<file path="config.mk">
export PLATFORM = sky130hd
export DESIGN_NAME = seq_control
export DESIGN_NICKNAME = d
export VERILOG_FILES = /design/src/rtl/seq_control_pkg.sv /design/src/rtl/seq_control_alu.sv /design/src/rtl/seq_control.sv
export SDC_FILE = /design/constraint.sdc
export NUM_CORES = 1
export LEC_CHECK = 0
export CORE_MARGIN = 1
export CORE_UTILIZATION = 55
export CTS_CLUSTER_DIAMETER = 200
export DETAILED_ROUTE_END_ITERATION = 7
export GPL_TIMING_DRIVEN = 0
export HOLD_SLACK_MARGIN = 0.02
export PLACE_DENSITY_LB_ADDON = 0.25
export SLEW_MARGIN = 10
export SYNTH_ARGS = -nofsm -noshare
export SYNTH_HDL_FRONTEND = slang
export SYNTH_SLANG_ARGS = --single-unit
</file>
<file path="constraint.sdc">
create_clock -name clk -period 4.58 [get_ports clk]
set_clock_uncertainty 0.05 [all_clocks]
set_input_delay 0.458 -clock clk [delete_from_list [all_inputs] [get_ports clk]]
set_output_delay 0.458 -clock clk [all_outputs]
set_load 0.03 [all_outputs]
</file>
<file path="src/rtl/seq_control_pkg.sv">
// Shared definitions for the seq_control sequencer: opcode map, FSM state
// encoding and the ALU-op classifier used for flag updates.
package seq_control_pkg;

    typedef enum logic [3:0] {
        OP_ADD   = 4'h0,
        OP_SUB   = 4'h1,
        OP_AND   = 4'h2,
        OP_OR    = 4'h3,
        OP_LOAD  = 4'h4,
        OP_STORE = 4'h5,
        OP_IN    = 4'h6,
        OP_OUT   = 4'h7,
        OP_MOV   = 4'h8,
        OP_NOP   = 4'h9,
        OP_XOR   = 4'hA,
        OP_SHL   = 4'hB,
        OP_HALT  = 4'hC,
        OP_RSV_D = 4'hD,
        OP_RSV_E = 4'hE,
        OP_RSV_F = 4'hF
    } opcode_e;

    typedef enum logic [1:0] {
        ST_IDLE,
        ST_EXEC,
        ST_MEM,
        ST_HALT
    } state_e;

    // Only these opcodes touch flag_z / flag_c.
    function automatic logic is_alu_op(input opcode_e op);
        return op inside {OP_ADD, OP_SUB, OP_AND, OP_OR, OP_XOR, OP_SHL};
    endfunction

endpackage

</file>
<file path="src/rtl/seq_control_alu.sv">
// Combinational ALU for seq_control: result, zero and carry/borrow from op, a, b.
// The extra MSB of 'wide' carries the ADD carry, SUB borrow or SHL shifted-out bit.
module seq_alu
    import seq_control_pkg::*;
#(
    parameter int DW = 8
) (
    input  opcode_e         op,
    input  logic [DW-1:0]   a,
    input  logic [DW-1:0]   b,
    output logic [DW-1:0]   result,
    output logic            zero,
    output logic            carry
);

    logic [DW:0] wide;

    always_comb begin
        // NOTE: 'wide' gets a value on every path (default arm), so no latch is inferred.
        case (op)
            OP_ADD:  wide = {1'b0, a} + {1'b0, b};
            OP_SUB:  wide = {1'b0, a} - {1'b0, b};
            OP_AND:  wide = {1'b0, a & b};
            OP_OR:   wide = {1'b0, a | b};
            OP_XOR:  wide = {1'b0, a ^ b};
            OP_SHL:  wide = {a, 1'b0};
            default: wide = '0;
        endcase
    end

    assign result = wide[DW-1:0];
    assign carry  = wide[DW];
    assign zero   = (wide[DW-1:0] == '0);

endmodule

</file>
<file path="src/rtl/seq_control.sv">
// Single-issue sequencer: accepts one instruction in IDLE, executes it in EXEC,
// performs LOAD/STORE handshakes in MEM with a timeout, and parks in HALT.
module seq_control
    import seq_control_pkg::*;
#(
    parameter int DW   = 8,
    parameter int AW   = 4,
    parameter int NREG = 4,
    parameter int TMO  = 15
) (
    input  logic                          clk,
    input  logic                          rst,
    input  logic                          instr_valid,
    output logic                          instr_ready,
    input  logic [4+2*$clog2(NREG)-1:0]   instr,
    input  logic [DW-1:0]                 portin,
    output logic [DW-1:0]                 portout,
    output logic                          portout_valid,
    output logic                          mem_req,
    output logic                          mem_we,
    output logic [AW-1:0]                 mem_addr,
    output logic [DW-1:0]                 mem_wdata,
    input  logic [DW-1:0]                 mem_rdata,
    input  logic                          mem_ack,
    output logic                          flag_z,
    output logic                          flag_c,
    output logic                          halted,
    output logic                          mem_err
);

    localparam int RSW = $clog2(NREG);
    localparam int IW  = 4 + 2*RSW;
    localparam int CW  = $clog2(TMO + 1);

    state_e          state, state_nxt;
    opcode_e         opc_q;
    logic [RSW-1:0]  rd_q, rs_q;
    logic [DW-1:0]   pin_q;
    logic [CW-1:0]   tmo_cnt;
    logic [DW-1:0]   regs [NREG];

    logic [DW-1:0]   alu_result;
    logic            alu_zero, alu_carry;
    logic            accept, mem_timeout;

    assign accept      = instr_valid && (state == ST_IDLE);
    assign mem_timeout = (tmo_cnt == CW'(TMO - 1));

    seq_alu #(.DW(DW)) u_alu (
        .op     (opc_q),
        .a      (regs[rd_q]),
        .b      (regs[rs_q]),
        .result (alu_result),
        .zero   (alu_zero),
        .carry  (alu_carry)
    );

    // NOTE: sequential state uses non-blocking <= so every flop samples pre-edge values.
    always_ff @(posedge clk) begin
        if (rst) state <= ST_IDLE;
        else     state <= state_nxt;
    end

    always_comb begin
        state_nxt = state;
        case (state)
            ST_IDLE: if (instr_valid) state_nxt = ST_EXEC;
            ST_EXEC: begin
                if (opc_q == OP_LOAD || opc_q == OP_STORE) state_nxt = ST_MEM;
                else if (opc_q == OP_HALT)                 state_nxt = ST_HALT;
                else                                       state_nxt = ST_IDLE;
            end
            ST_MEM:  if (mem_ack || mem_timeout) state_nxt = ST_IDLE;
            default: state_nxt = ST_HALT;
        endcase
    end

    always_comb begin
        instr_ready = (state == ST_IDLE);
        mem_req     = (state == ST_MEM);
        mem_we      = (state == ST_MEM) && (opc_q == OP_STORE);
        halted      = (state == ST_HALT);
        mem_addr    = pin_q[AW-1:0];
        mem_wdata   = regs[rd_q];
    end

    always_ff @(posedge clk) begin
        if (rst) begin
            // NOTE: the register file is reset with everything else because its
            // contents after reset are architecturally visible (OUT, STORE).
            for (int i = 0; i < NREG; i++) regs[i] <= '0;
            opc_q         <= OP_NOP;
            rd_q          <= '0;
            rs_q          <= '0;
            pin_q         <= '0;
            portout       <= '0;
            portout_valid <= 1'b0;
            flag_z        <= 1'b0;
            flag_c        <= 1'b0;
            mem_err       <= 1'b0;
            tmo_cnt       <= '0;
        end else begin
            portout_valid <= 1'b0;

            if (accept) begin
                opc_q <= opcode_e'(instr[IW-1 -: 4]);
                rd_q  <= instr[2*RSW-1 -: RSW];
                rs_q  <= instr[RSW-1:0];
                pin_q <= portin;
            end

            if (state == ST_EXEC) begin
                if (is_alu_op(opc_q)) begin
                    regs[rd_q] <= alu_result;
                    flag_z     <= alu_zero;
                    flag_c     <= alu_carry;
                end
                case (opc_q)
                    OP_IN:   regs[rd_q] <= pin_q;
                    OP_MOV:  regs[rd_q] <= regs[rs_q];
                    OP_OUT: begin
                        portout       <= regs[rd_q];
                        portout_valid <= 1'b1;
                    end
                    default: ;
                endcase
            end

            // Ack wins over a timeout that would expire on the same cycle.
            if (state == ST_MEM) begin
                if (mem_ack) begin
                    if (opc_q == OP_LOAD) regs[rd_q] <= mem_rdata;
                    tmo_cnt <= '0;
                end else if (mem_timeout) begin
                    mem_err <= 1'b1;
                    tmo_cnt <= '0;
                end else begin
                    tmo_cnt <= tmo_cnt + 1'b1;
                end
            end
        end
    end

endmodule

</file>
==> results.cfg <==
[synth]
yosys_warnings = 0
netlist_area_mm2 = 0.00442
yosysSeqAreaShare = 0.389
synthesis.nets = 520
synthTopCellsByCount = 55 x nor2_1, 49 x nand2_1, 38 x dfxtp_1
synth_flop_cell = dfxtp_1
yosysUniqueCellTypes = 62
ys_seq_elements = 70
synthTopCellsByArea = edfxtp_1 22%, dfxtp_1 17%, mux4_2 8.7%
synth_edf_count = 32
async_flop_share = 0
synth_top_cell_area_share = 0.217
synth.largest_area_cell = edfxtp_1
synth.most_common_cell = nor2_1
synthCells = 464
syn_avg_cell_area_um2 = 9.54

[critical_path]
critPathMaxFanout = 9
path_class = flop to flop
crit_chain = buf_2 > mux4_2 > o31ai_1 > o21ai_0 > nand2b_1 > xnor2_1 > ha_1 > mux2_2 > a221o_1 > a211oi_1 > a31o_2 > nor2_1
crit_slowest_cell = mux4_2
start_kind = flop
required_ns = 4.64
ff2ff_setup_slack_ns = 0.31
end_kind = flop
cp_slowest_stage_delay_ns = 0.64
rr_worst_depth = 12
cp.arrival_ns = 4.33
worstReg2RegEnd = regs[1][7]$_SDFFCE_PN0P_

[detailed_routing]
drtAntennaViolNets = 0
drt_iter0_drc = 309
wl_per_cell_um = 18.2
via_count = 3832
vias_per_cell = 6.03
drc = 0
drt_wl_total_mm = 11.6
drt-pass1-iter-count = 6

[clock_network]
cts_buffers = 9
cts_tree = done
post_cts_buffers = 0
path_clk_slew_ns = 0.08
htreeDepth = 3
cts_buffer_depth = 2
cts_root_buf = clkbuf_8
clock_sinks = 70
worst_skew_pair.late_latency_ns = 0.36

[placement]
dp.final_hpwl_mm = 8.92
pre_cts_ws_ns = 0.235
port_buffers = 54
gp_congestion = 0.920
place_area_mm2 = 0.00509

[sta]
worst_pin_slew_ns = 0.949
finalSetupTns_ns = 0
setup-violations-final = 0
fmax_mhz = 234
maxSlewHeadroom = 0.365
fin_crit_sh = 0.933
period_minus_slack_ns = 4.27
worst_slack_ns = 0.306
hold_viol_final = 0
drv_slew = 0
rsz0062_at_grt = no

[grt]
overflow = 0
grt_usage = 0.288
use_met3 = 0.0481
grt_max_degree = 14
grt_use_met2 = 0.491
grt_pass1_vias = 3777
grt_busiest_layer = met2
antenna_found_initial = 0
grt_pass1_wl_mm = 18.5
met1_usage = 0.360

[floorplanning]
dieWidth_um = 91.7
start_util = 0.570
rows = 32
dieArea_mm2 = 0.00841
io_pins = 56
die_h_um = 91.7
fp.coreArea_mm2 = 0.00777

[worst_hold_path]
hp-start = mem_err$_SDFFE_PP0P_
min_path_type = flop to flop
hold_end = mem_err$_SDFFE_PP0P_
hold_path_depth = 2

[cells_and_area]
stdcell_area_mm2 = 0.00532
diodes = 0
syn_to_final_growth_pct = 20.2
final_nets = 585
final_layout_size_suffix_gt1_frac = 0.110
fillers = 626

[power_and_ir_drop]
p_leak_nw = 2.01
p_per_area_mw_per_mm2 = 320
ir_drop_mv = 0.289

[run_status]
outcome = completed

[flow_run]
maxCapViolations = 0
[layout by cell type, fill, tap and decap left out, types with 5 or more instances in the layout]
cell type | netlist | layout
xnor2_1 | 8 | 8
inv_1 | 34 | 34
dfxtp_1 | 38 | 38
a21oi_1 | 26 | 26
nor2_1 | 55 | 55
mux4_2 | 17 | 17
a21o_1 | 5 | 5
or3_1 | 7 | 7
clkbuf_8 | 0 | 9
o21ai_0 | 15 | 15
ha_1 | 27 | 27
a222oi_1 | 8 | 8
o22ai_1 | 6 | 6
nand2_1 | 49 | 49
nand2b_1 | 12 | 12
nor3_1 | 11 | 10
mux2i_1 | 13 | 13
clkdlybuf4s50_1 | 0 | 54
nor3b_1 | 5 | 5
edfxtp_1 | 32 | 32
clkbuf_1 | 15 | 16
nor2_2 | 7 | 7
[worst max-delay path: cells and delay by family (launching register included)]
| kind | cells | cell delay (ns) |
|---|---|---|
| flops | 1 | 0.30 |
| buf+inv | 1 | 0.28 |
| simple gates | 2 | 0.25 |
| mux | 2 | 0.98 |
| fa+ha+maj | 1 | 0.34 |
| compound gates | 5 | 1.68 |
| xor+xnor | 1 | 0.14 |
[registers in the layout, summed over array words and instances (netlist names), 2 cells and up, named ones only]
register,flops
pin_q,8
tmo_cnt,4
opc_q,4
portout,8
regs,32
state,2
rd_q,2
rs_q,2
[power by group]
| part | switching (mW) | internal [mW] |
|---|---|---|
| Combinational | 0.249 | 0.188 |
| Sequential | 0.0182 | 0.676 |
| Clock | 0.261 | 0.312 |
| Total | 0.529 | 1.18 |
[per-stage QoR]
stage                     power (mW)  hold slack (ns)   util  cells
after global routing            1.77            0.443  0.685    636
after detailed placement        1.13            0.405  0.656    620
final                           1.70            0.422  0.685    636
after floorplan                 1.01            0.386      -    464
after CTS                       1.70            0.423  0.684    636
after global placement          1.12            0.395  0.656    620
[logic make-up (layout without fill, tap and decap cells)]
group,Yosys count,count (layout),synth area share
adders and majority gates,28,28,0.0809
AOI/OAI and AO/OA,91,91,0.140
and+or+nand+nor,176,176,0.197
muxes,32,32,0.121
xor gates and xnor gates,8,8,0.0158
DFF,70,70,0.389
buffers and inverters,59,129,0.0560
[how the worst max path moves through the flow]
stage                                     endpoint  slack [ns]             startpoint
after floorplan           regs[2][7]$_SDFFCE_PN0P_        0.93                   flop
after global placement    regs[2][7]$_SDFFCE_PN0P_        0.24  opc_q[3]$_SDFFE_PP1P_
after detailed placement  regs[2][7]$_SDFFCE_PN0P_        0.24  opc_q[3]$_SDFFE_PP1P_
after CTS                 regs[1][7]$_SDFFCE_PN0P_        0.23  opc_q[3]$_SDFFE_PP1P_
after global routing      regs[2][7]$_SDFFCE_PN0P_        0.14                   flop
final                     regs[1][7]$_SDFFCE_PN0P_        0.31                   flop
[cell type report]
class	count	area, um2	area share
Clock inverter	6	93.8	0.0176
Clock buffer	10	128	0.0240
Multi-Input combinational cell	335	2460	0.462
Timing Repair Buffer	54	541	0.102
Sequential cell	70	1720	0.324
Inverter	34	128	0.0240
Tap cell	102	128	0.0240
Buffer	25	120	0.0226
[what timing repair did]
item | CTS | global route
hold buffers | 0 | 0
resized for setup | 0 | 1
endpoints found under the setup margin | 0 | 4
[per-layer routing]
| layer | wire length, um | share of wire |
|---|---|---|
| met1 | 4920 | 0.42 |
| met2 | 5630 | 0.49 |
| met3 | 728 | 0.063 |
| met4 | 301 | 0.026 |
| met5 | 0 | 0 |
Note: power is estimated with default switching activity, not from simulation.
